File: config.mk
export PLATFORM = sky130hd
export DESIGN_NAME = ball_ctrl
export DESIGN_NICKNAME = d
export VERILOG_FILES = /design/src/rtl/ball_ctrl.sv
export SDC_FILE = /design/constraint.sdc
export NUM_CORES = 1
export LEC_CHECK = 0
export CAP_MARGIN = 10
export CORE_MARGIN = 10
export CORE_UTILIZATION = 40
export DETAILED_ROUTE_END_ITERATION = 8
export GPL_TIMING_DRIVEN = 0
export PLACE_DENSITY = 0.57
export SYNTH_ARGS = -nofsm -noshare
export SYNTH_HDL_FRONTEND = slang
export SYNTH_SLANG_ARGS = --single-unit
File: constraint.sdc
create_clock -name clk -period 5.63 [get_ports clk]
set_input_delay 0.8445 -clock clk [delete_from_list [all_inputs] [get_ports clk]]
set_output_delay 0.8445 -clock clk [all_outputs]
set_load 0.02 [all_outputs]
File: src/rtl/ball_ctrl.sv
// ball_ctrl: Pong ball motion and collision engine that moves an 8x8 ball once per frame tick.
// Optional feature macro BALL_SPEEDUP_EN: every 4th paddle hit raises |vx| by 1, capped at 6.
module ball_ctrl #(
    parameter int TICK_DIV    = 1666667,
    parameter int V_RES       = 480,
    parameter int H_RES       = 640,
    parameter int BALL_SIZE   = 8,
    parameter int PADDLE_XL   = 600,
    parameter int PADDLE_XR   = 603,
    parameter int PADDLE_H    = 72,
    parameter int BALL_V      = 2,
    parameter int MISS_FRAMES = 60
) (
    input  logic       clk,
    input  logic       reset,
    input  logic       serve,
    input  logic [9:0] paddle_top,
    output logic [9:0] ball_x,
    output logic [9:0] ball_y,
    output logic       hit,
    output logic       miss,
    output logic [7:0] score,
    output logic       frame_tick
);

    localparam int CNT_W  = $clog2(TICK_DIV + 1);
    localparam int MCNT_W = (MISS_FRAMES > 1) ? $clog2(MISS_FRAMES) : 1;

    localparam logic [9:0] CX     = 10'((H_RES - BALL_SIZE) / 2);
    localparam logic [9:0] CY     = 10'((V_RES - BALL_SIZE) / 2);
    localparam logic [9:0] Y_BOT  = 10'(V_RES - BALL_SIZE);
    localparam logic [9:0] X_PAD  = 10'(PADDLE_XL - BALL_SIZE);
    localparam logic [9:0] X_EDGE = 10'(H_RES - BALL_SIZE);

    localparam logic signed [11:0] S_BS1  = 12'(BALL_SIZE - 1);
    localparam logic signed [11:0] S_XL   = 12'(PADDLE_XL);
    localparam logic signed [11:0] S_XR   = 12'(PADDLE_XR);
    localparam logic signed [11:0] S_PH1  = 12'(PADDLE_H - 1);
    localparam logic signed [11:0] S_YBOT = 12'(V_RES - BALL_SIZE);
    localparam logic signed [11:0] S_V    = 12'(BALL_V);

    localparam logic [2:0] SPD_INIT = 3'(BALL_V);

    typedef enum logic [1:0] {IDLE, MOVE, MISS} state_t;

    state_t              state, state_nxt;
    logic [CNT_W-1:0]    count;
    logic [MCNT_W-1:0]   miss_cnt, miss_cnt_nxt;
    logic [2:0]          spd_x, spd_x_nxt;
    logic                vx_neg, vx_neg_nxt, vy_neg, vy_neg_nxt;
    logic [9:0]          x_nxt, y_nxt;
    logic [7:0]          score_nxt;
    logic                hit_nxt, miss_nxt;

    logic signed [11:0]  vx_s, vy_s, nx, ny, nx_r, ny_b, pt;
    logic                top_hit, bot_hit, left_hit, pad_hit, pass;
    logic                move_en, miss_done;

    function automatic logic [7:0] sat_inc(input logic [7:0] v);
        return (v == 8'hFF) ? v : v + 8'd1;
    endfunction

`ifdef BALL_SPEEDUP_EN
    function automatic logic [2:0] spd_inc(input logic [2:0] s);
        return (s >= 3'd6) ? 3'd6 : s + 3'd1;
    endfunction
`endif

    assign frame_tick = (count == CNT_W'(TICK_DIV));
    // The serve tick already advances the ball, so IDLE+serve moves like MOVE.
    assign move_en    = frame_tick && ((state == MOVE) || ((state == IDLE) && serve));
    assign miss_done  = frame_tick && (state == MISS) && (miss_cnt == MCNT_W'(MISS_FRAMES - 1));

    // Candidate position and collision tests, widened so nothing wraps.
    always_comb begin
        vx_s     = vx_neg ? -$signed({9'd0, spd_x}) : $signed({9'd0, spd_x});
        vy_s     = vy_neg ? -S_V : S_V;
        nx       = $signed({2'b00, ball_x}) + vx_s;
        ny       = $signed({2'b00, ball_y}) + vy_s;
        nx_r     = nx + S_BS1;
        ny_b     = ny + S_BS1;
        pt       = $signed({2'b00, paddle_top});
        top_hit  = (ny <= 12'sd0);
        bot_hit  = (ny >= S_YBOT);
        left_hit = (nx <= 12'sd0);
        pad_hit  = !vx_neg && (nx_r >= S_XL) && (nx_r <= S_XR) &&
                   (ny_b >= pt) && (ny <= pt + S_PH1);
        pass     = (nx_r > S_XR) && !pad_hit;
    end

    always_ff @(posedge clk) begin
        if (!reset) state <= IDLE;
        else        state <= state_nxt;
    end

    always_comb begin
        state_nxt = state;
        unique case (state)
            IDLE:    if (move_en) state_nxt = pass ? MISS : MOVE;
            MOVE:    if (move_en && pass) state_nxt = MISS;
            MISS:    if (miss_done) state_nxt = IDLE;
            default: state_nxt = IDLE;
        endcase
    end

    always_comb begin
        x_nxt        = ball_x;
        y_nxt        = ball_y;
        vx_neg_nxt   = vx_neg;
        vy_neg_nxt   = vy_neg;
        spd_x_nxt    = spd_x;
        score_nxt    = score;
        miss_cnt_nxt = miss_cnt;
        hit_nxt      = 1'b0;
        miss_nxt     = 1'b0;
        if (move_en) begin
            if (top_hit) begin
                y_nxt      = '0;
                vy_neg_nxt = 1'b0;
            end else if (bot_hit) begin
                y_nxt      = Y_BOT;
                vy_neg_nxt = 1'b1;
            end else begin
                y_nxt = ny[9:0];
            end
            if (left_hit) begin
                x_nxt      = '0;
                vx_neg_nxt = 1'b0;
            end else if (pad_hit) begin
                x_nxt      = X_PAD;
                vx_neg_nxt = 1'b1;
                hit_nxt    = 1'b1;
                score_nxt  = sat_inc(score);
`ifdef BALL_SPEEDUP_EN
                if (score_nxt[1:0] == 2'b00) spd_x_nxt = spd_inc(spd_x);
`endif
            end else if (pass) begin
                x_nxt    = X_EDGE;
                miss_nxt = 1'b1;
            end else begin
                x_nxt = nx[9:0];
            end
            miss_cnt_nxt = '0;
        end else if (frame_tick && (state == MISS)) begin
            if (miss_done) begin
                x_nxt        = CX;
                y_nxt        = CY;
                vx_neg_nxt   = 1'b0;
                vy_neg_nxt   = 1'b1;
                spd_x_nxt    = SPD_INIT;
                miss_cnt_nxt = '0;
            end else begin
                miss_cnt_nxt = miss_cnt + MCNT_W'(1);
            end
        end
    end

    always_ff @(posedge clk) begin
        if (!reset) begin
            count    <= '0;
            ball_x   <= CX;
            ball_y   <= CY;
            vx_neg   <= 1'b0;
            vy_neg   <= 1'b0;
            spd_x    <= SPD_INIT;
            score    <= '0;
            hit      <= 1'b0;
            miss     <= 1'b0;
            miss_cnt <= '0;
        end else begin
            count    <= frame_tick ? '0 : count + CNT_W'(1);
            ball_x   <= x_nxt;
            ball_y   <= y_nxt;
            vx_neg   <= vx_neg_nxt;
            vy_neg   <= vy_neg_nxt;
            spd_x    <= spd_x_nxt;
            score    <= score_nxt;
            hit      <= hit_nxt;
            miss     <= miss_nxt;
            miss_cnt <= miss_cnt_nxt;
        end
    end

endmodule

# After elaboration in Yosys (flattened, before gate mapping)
# Index checks and enable logic that the tools add are counted.
# totals
regBits,61
latch_bits,0
mem_bits_rw,0
romBits,0
input_bits,13
output_inout_bits,31
mem_count,0
# op_classes
addsub,8
n_mul,0
div_mod_pow,0
n_lt_le_gt_ge,8
eq_ne,10
shift,0
mux,31
bitwise_logic,4
reduce_logical,25
# ops
cell,n
10-bit 2-to-1 mux,11
11-bit by 12-bit adder with 12-bit output,2
12-bit by 4-bit adder with 12-bit output (second input constant),2
12-bit by 1-bit less-or-equal comparator with 1-bit output (second input constant),2
12-bit 2-to-1 mux,2
21-bit by 1-bit adder with 21-bit output (second input constant),1
21-bit == test (second input constant),1
12-bit by 10-bit >= comparator with 1-bit output (second input constant),1
12-bit by 11-bit >= comparator with 1-bit output,1
12-bit by 11-bit >= comparator with 1-bit output (second input constant),1
12-bit by 11-bit greater-than comparator with 1-bit output (second input constant),1
12-bit by 11-bit less-or-equal comparator with 1-bit output (second input constant),1
12-bit less-or-equal comparator,1
1-bit 2-to-1 mux,12
10-bit by 7-bit adder with 11-bit output (second input constant),1
1-bit logical AND,10
3-bit AND reduction,3
8-bit by 1-bit adder with 8-bit output (second input constant),1
8-bit == test (second input constant),1
2-bit 2-to-1 mux,4
6-bit by 1-bit adder with 6-bit output (second input constant),1
6-bit == test (second input constant),1
6-bit 2-to-1 mux,1
3-bit != test (second input constant),2
15 further kinds,22

# Logic depth before layout (Yosys ltp)
# logic_depth
word_depth,14
ltp_mapped,21
ltp_nobuf,20

# Worst setup path after synthesis
# No wires, ideal clock.
# synth_timing
path_kind,register -> register
from,register ball_y[1]
to,register score[5]
t_arrival_ps,4274
t_required_ps,5560
setup_slack_ps,1286
path_stages_with_launch,19
path_buffers,1
synth_period_minus_slack_ps,4344
path_cell_list,dfxtp_1 -> fa_1 -> a211oi_1 -> o21bai_1 -> xor2_1 -> nor4b_1 -> nand2_1 -> xnor2_1 -> ha_1 -> o2111ai_1 -> o21ai_0 -> o2bb2ai_1 -> nand4_1 -> nand4_1 -> a211o_1 -> a211o_1 -> buf_6 -> or3_1 -> a21boi_1
# synth_between
elab_chain_cells,6
elab_cells_between_ends,7
# synth_rtl
element,line,rtl
from (decl),19,"output logic [9:0] ball_y,"
from (signal assigned),173,ball_y <= y_nxt;
11-bit by 12-bit adder with 12-bit output *,79,"ny = $signed({2'b00, ball_y}) + vy_s;"
12-bit by 4-bit adder with 12-bit output,81,ny_b = ny + S_BS1;
12-bit by 11-bit >= comparator with 1-bit output,87,(ny_b >= pt) && (ny <= pt + S_PH1);
1-bit logical AND,86,pad_hit = !vx_neg && (nx_r >= S_XL) && (nx_r <= S_XR) &&
1-bit logical AND *,87,
4-bit AND reduction (no line) *,n/a,
to (signal assigned),177,score <= score_nxt;
to (decl),22,"output logic [7:0] score,"
# Mark *: on every way between the ends. The rest lies on a longest branch, timed or not.
# A chain may end at the register's enable or synchronous reset.

# Worst setup path after layout
# layout_timing
from,register vy_neg
to,register score[5]
# layout_between
elab_chain_cells,7
elab_cells_between_ends,8
# layout_rtl
element,line,rtl
from (decl),50,"logic vx_neg, vx_neg_nxt, vy_neg, vy_neg_nxt;"
from (signal assigned),175,vy_neg <= vy_neg_nxt;
12-bit 2-to-1 mux *,77,vy_s = vy_neg ? -S_V : S_V;
11-bit by 12-bit adder with 12-bit output *,79,
12-bit by 4-bit adder with 12-bit output,81,
12-bit by 11-bit >= comparator with 1-bit output,87,
1-bit logical AND,86,
1-bit logical AND *,87,
4-bit AND reduction (no line) *,n/a,
# Marks and branches as above.

==> summary.md <==
The tools report the post-synthesis instance area as 0.004886 mm². In the synthesized netlist the async set-or-reset flop fraction comes to 0%. Setup total negative slack on the finished layout was measured at 0 ps. The Yosys step of the flow raised 0 warnings. The run gives 2 as the largest buffer count on any clock path.

The number of antenna violations at the first check in global routing was 0. The run finished with clean final reports. For the first-pass GRT wire length, the log shows 20640 µm. Cell at the root of the clock tree: sky130_fd_sc_hd__clkbuf_16. The repair_antennas step left the layout with diodes totalling 0.

Summing the sequential cell areas from Yosys gives 24.17% of the chip area. The worst hold path begins at state[1]. The path class of the tightest hold or removal check is register to register.

In this run the mean area of a mapped cell was 8.170 µm². The endpoint identified for the worst register-to-register timing path is score[5]. STA classifies the critical path endpoint as a register.

The type of the worst setup path was register to register. The number of clock buffers added by TritonCTS is 9. The starting density of the core came out at 40.68%.

Setup repair after global routing left no endpoint under its margin. The number of synthesized flops with an enable pin works out to 0. For this run, design rule violations remaining after detail routing come to 0. For this design the top-level I/O count stands at 44. Setup slack on the worst reg-to-reg path comes out at 410 ps. Beginning of the critical path: vy_neg. Setup violations remaining at the end of the flow were counted as 0.

The global route total overflow was 0; the number of global-route vias before repair was 4229. For the worst-skew pair, the clock arrives at the later sink with an insertion delay of 320 ps. The die width was 130.5 µm. Final count of pins violating max slew: 0. The post-detailed-routing wire length came out at 12440 µm.

The worst-case clock skew was 8.879 ps; the hold violation count in the final report was 0. Portion of synthesized cell area occupied by the leading cell type: 24.17%. For the final worst slack, the log shows 412.2 ps.

In the final routed layout, each cell accounts on average for 15.49 µm. The final layout contains 710 nets. TritonCTS built the clock tree.

Entering global routing, the biggest net connects 18 pins. The number of H-tree levels is 3, and the maximum cell stage delay along the critical path is 710 ps. After layout, the worst path uses 92.68% of the clock period.

Across the run, the number of max-cap violations was 0. In this run the critical register-to-register path is launched from vy_neg. The unique cell type count in the Yosys netlist was 78; the setup slack after placement was 358.4 ps. Of all nets on the critical path, the largest fanout is 17.

The share of post-route cells with drive strength above 1 works out to 6.707%. The via density per instance was 5.609. Clock-pin slew was measured on the worst setup and hold paths at 50 ps. For the critical path required time, the log shows 5870 ps. The tools report the area of the core as 0.01201 mm².

The tightest hold path in the finished design has a slack of 421.8 ps. The count of vias placed by the detailed router is 4504. The synthesized instance count is 598, and the post-synthesis to final-layout area growth is 20.20%. The cell taking the most area after synthesis is sky130_fd_sc_hd__dfxtp_1. The total number of clock tree sinks came out at 59.

Yosys attributes the largest share of cell area to sky130_fd_sc_hd__dfxtp_1 (24%), sky130_fd_sc_hd__ha_1 (11%), sky130_fd_sc_hd__xnor2_1 (5.7%). Buffers placed on the I/O ports in this run total 41. The most critical setup path has its endpoint at score[5].

The die boundary height was 130.5 µm; the weighted congestion reported at the end of routability-driven placement was 0.8552. Measured against its own limit, the worst slew margin works out to 38.39%. The run gives 5 as the number of iterations in the first detailed-routing pass. Among all flip-flop cells after synthesis, the most frequent one is sky130_fd_sc_hd__dfxtp_1. The die covers 0.01704 mm². The run gives 5460 ps as the arrival time of the worst setup path.

After layout, the design draws a total of 1.193 mW. Across the VDD grid, the largest voltage drop is 184.4 µV. Layout filler cell count: 1194. The worst-case reg-to-reg path depth was 19; the leakage power total was 2.240 nW. STA classifies the critical path startpoint as a register. The final design utilization was 48.90%. The number of core rows came out at 40.

The cell with the largest stage delay on the worst path is sky130_fd_sc_hd__dfxtp_1. Buffers added to address setup during post-CTS repair amount to 0. The clock period minus worst slack works out to 5218 ps.

Derived from the worst setup path, the maximum achievable clock frequency is 0.1917 GHz. The overall track demand over capacity in global routing was 14.70%; the power per cell area was 203.1 mW/mm². The slew at the pin closest to its max-slew limit is 917.0 ps. The flip-flop and latch count after synthesis is 59, and the detailed placement HPWL is 9823 µm.

The count of routing violations after the opening detailed-route iteration was 199; the post-cts repair resize count was 0. The critical path goes through ha_1 -> a211oi_1 -> o31a_1 -> xnor2_1 -> and2_1 -> and2_1 -> nand2_1 -> xnor2_1 -> ha_1 -> o2111ai_1 -> o21ai_0 -> o2bb2ai_1 -> nand4_1 -> nand4_1 -> a211o_1 -> a211o_1 -> buf_6 -> or3_1 -> a21boi_1. The number of hold buffers added after CTS was 0.

Once detail routing completed, the nets flagged for antenna violations numbered 0.
[synth_stat cells (4+ instances only)]
cell type and instances:
sky130_fd_sc_hd__a211oi_1 7, sky130_fd_sc_hd__a211o_1 4, sky130_fd_sc_hd__nor3_1 8, sky130_fd_sc_hd__clkbuf_1 7, sky130_fd_sc_hd__a21boi_1 5, sky130_fd_sc_hd__and2_1 9
sky130_fd_sc_hd__and3_1 4, sky130_fd_sc_hd__a31oi_1 8, sky130_fd_sc_hd__nand2_1 50, sky130_fd_sc_hd__nor2_1 54, sky130_fd_sc_hd__xnor2_1 32, sky130_fd_sc_hd__o211ai_1 4
sky130_fd_sc_hd__ha_1 44, sky130_fd_sc_hd__nor4_1 5, sky130_fd_sc_hd__xor2_1 21, sky130_fd_sc_hd__nand3_1 31, sky130_fd_sc_hd__o21a_1 4, sky130_fd_sc_hd__a21o_1 14
sky130_fd_sc_hd__nand4_1 12, sky130_fd_sc_hd__a21oi_1 30, sky130_fd_sc_hd__nor2b_1 4, sky130_fd_sc_hd__nor3b_1 6, sky130_fd_sc_hd__o21ai_0 26, sky130_fd_sc_hd__inv_1 33
sky130_fd_sc_hd__dfxtp_1 59, sky130_fd_sc_hd__o22ai_1 6, sky130_fd_sc_hd__buf_6 4, sky130_fd_sc_hd__nor4b_1 5, sky130_fd_sc_hd__or3_1 11, sky130_fd_sc_hd__o31ai_1 5
sky130_fd_sc_hd__nand2b_1 8
[how the worst min path moves through the flow]
stage / to / slack (ps) / depth (start not counted)
2_1_floorplan: state[0] / 400 / 1
4_1_cts: state[0] / 420 / 1
3_5_place_dp: state[0] / 420 / 1
3_3_place_gp: state[0] / 410 / 1
5_1_grt: state[0] / 460 / 1
6_report: state[0] / 420 / 1
[area by class of cell]
class | instances | area, µm² | share of cell area (%)
plain buffers | 15 | 101.3 | 1.726
clock buffers | 9 | 225.2 | 3.835
clock inverters | 7 | 163.9 | 2.791
inverters | 33 | 123.9 | 2.109
multi-input cells | 492 | 3483 | 59.31
flip-flops and latches | 59 | 1181 | 20.11
well taps | 147 | 183.9 | 3.132
repair buffers | 41 | 410.4 | 6.988
[routing by layer]
metal	track usage (%)	wire (µm)	vias to the layer above
met1	19.05	5877	2116
met3	3.223	529	10
li1	-	-	2300
met2	24.56	5945	78
met4	2.878	85	0
met5	0	0	-
[cells in the final DEF (no fill, tap or decap), types with 7 or more instances in the layout]
cell type	count
sky130_fd_sc_hd__ha_1	44
sky130_fd_sc_hd__nand2_1	50
sky130_fd_sc_hd__o21ai_0	26
sky130_fd_sc_hd__clkbuf_1	7
sky130_fd_sc_hd__nand2b_1	8
sky130_fd_sc_hd__a21oi_1	30
sky130_fd_sc_hd__clkdlybuf4s50_1	41
sky130_fd_sc_hd__nand4_1	12
sky130_fd_sc_hd__inv_1	33
sky130_fd_sc_hd__clkbuf_16	9
sky130_fd_sc_hd__or3_1	11
sky130_fd_sc_hd__nor3_1	8
sky130_fd_sc_hd__a211oi_1	7
sky130_fd_sc_hd__nor2_1	54
sky130_fd_sc_hd__xnor2_1	32
sky130_fd_sc_hd__dfxtp_1	59
sky130_fd_sc_hd__xor2_1	21
sky130_fd_sc_hd__a31oi_1	8
sky130_fd_sc_hd__and2_1	9
sky130_fd_sc_hd__a21o_1	14
sky130_fd_sc_hd__nand3_1	31
[per-stage QoR]
| stage | std cells | instance area (µm²) |
|---|---|---|
| 2_1_floorplan | 599 | 4890 |
| 3_3_place_gp | 787 | 5484 |
| 3_5_place_dp | 787 | 5484 |
| 4_1_cts | 803 | 5873 |
| 5_1_grt | 803 | 5873 |
| 6_report | 803 | 5873 |
[logic make-up (layout without fill, tap and decap cells)]
kind of cell	Yosys count	after routing	share of synthesized area, %
AND/OR/NAND/NOR	230	230	24.76
AO/OA/AOI/OAI	157	157	23.61
flip-flops	59	59	24.17
XOR/XNOR	54	54	10.06
buffers and inverters	48	105	4.610
adder cells (fa/ha/maj)	46	46	12.09
multiplexers	3	3	0.6146
other	1	2	0.07675
[state kept, by name, summed over array words and instances (netlist names)]
register / cells
vx_neg: 1
hit: 1
miss: 1
ball_y: 9
state: 2
count: 21
miss_cnt: 6
ball_x: 9
score: 8
vy_neg: 1
[critical path, delay by kind of cell, from the launching register on]
| kind | cells | cell delay, ps |
|---|---|---|
| XOR/XNOR | 2 | 790 |
| adder cells (fa/ha/maj) | 2 | 640 |
| flip-flops | 1 | 710 |
| buffers and inverters | 1 | 150 |
| AND/OR/NAND/NOR | 6 | 1130 |
| AO/OA/AOI/OAI | 8 | 1700 |
[power by group]
part,switching (mW),internal [mW]
logic,0.0334,0.0295
clock network,0.187,0.521
registers,0.00190,0.420
Power figures use the tool's default switching activity.
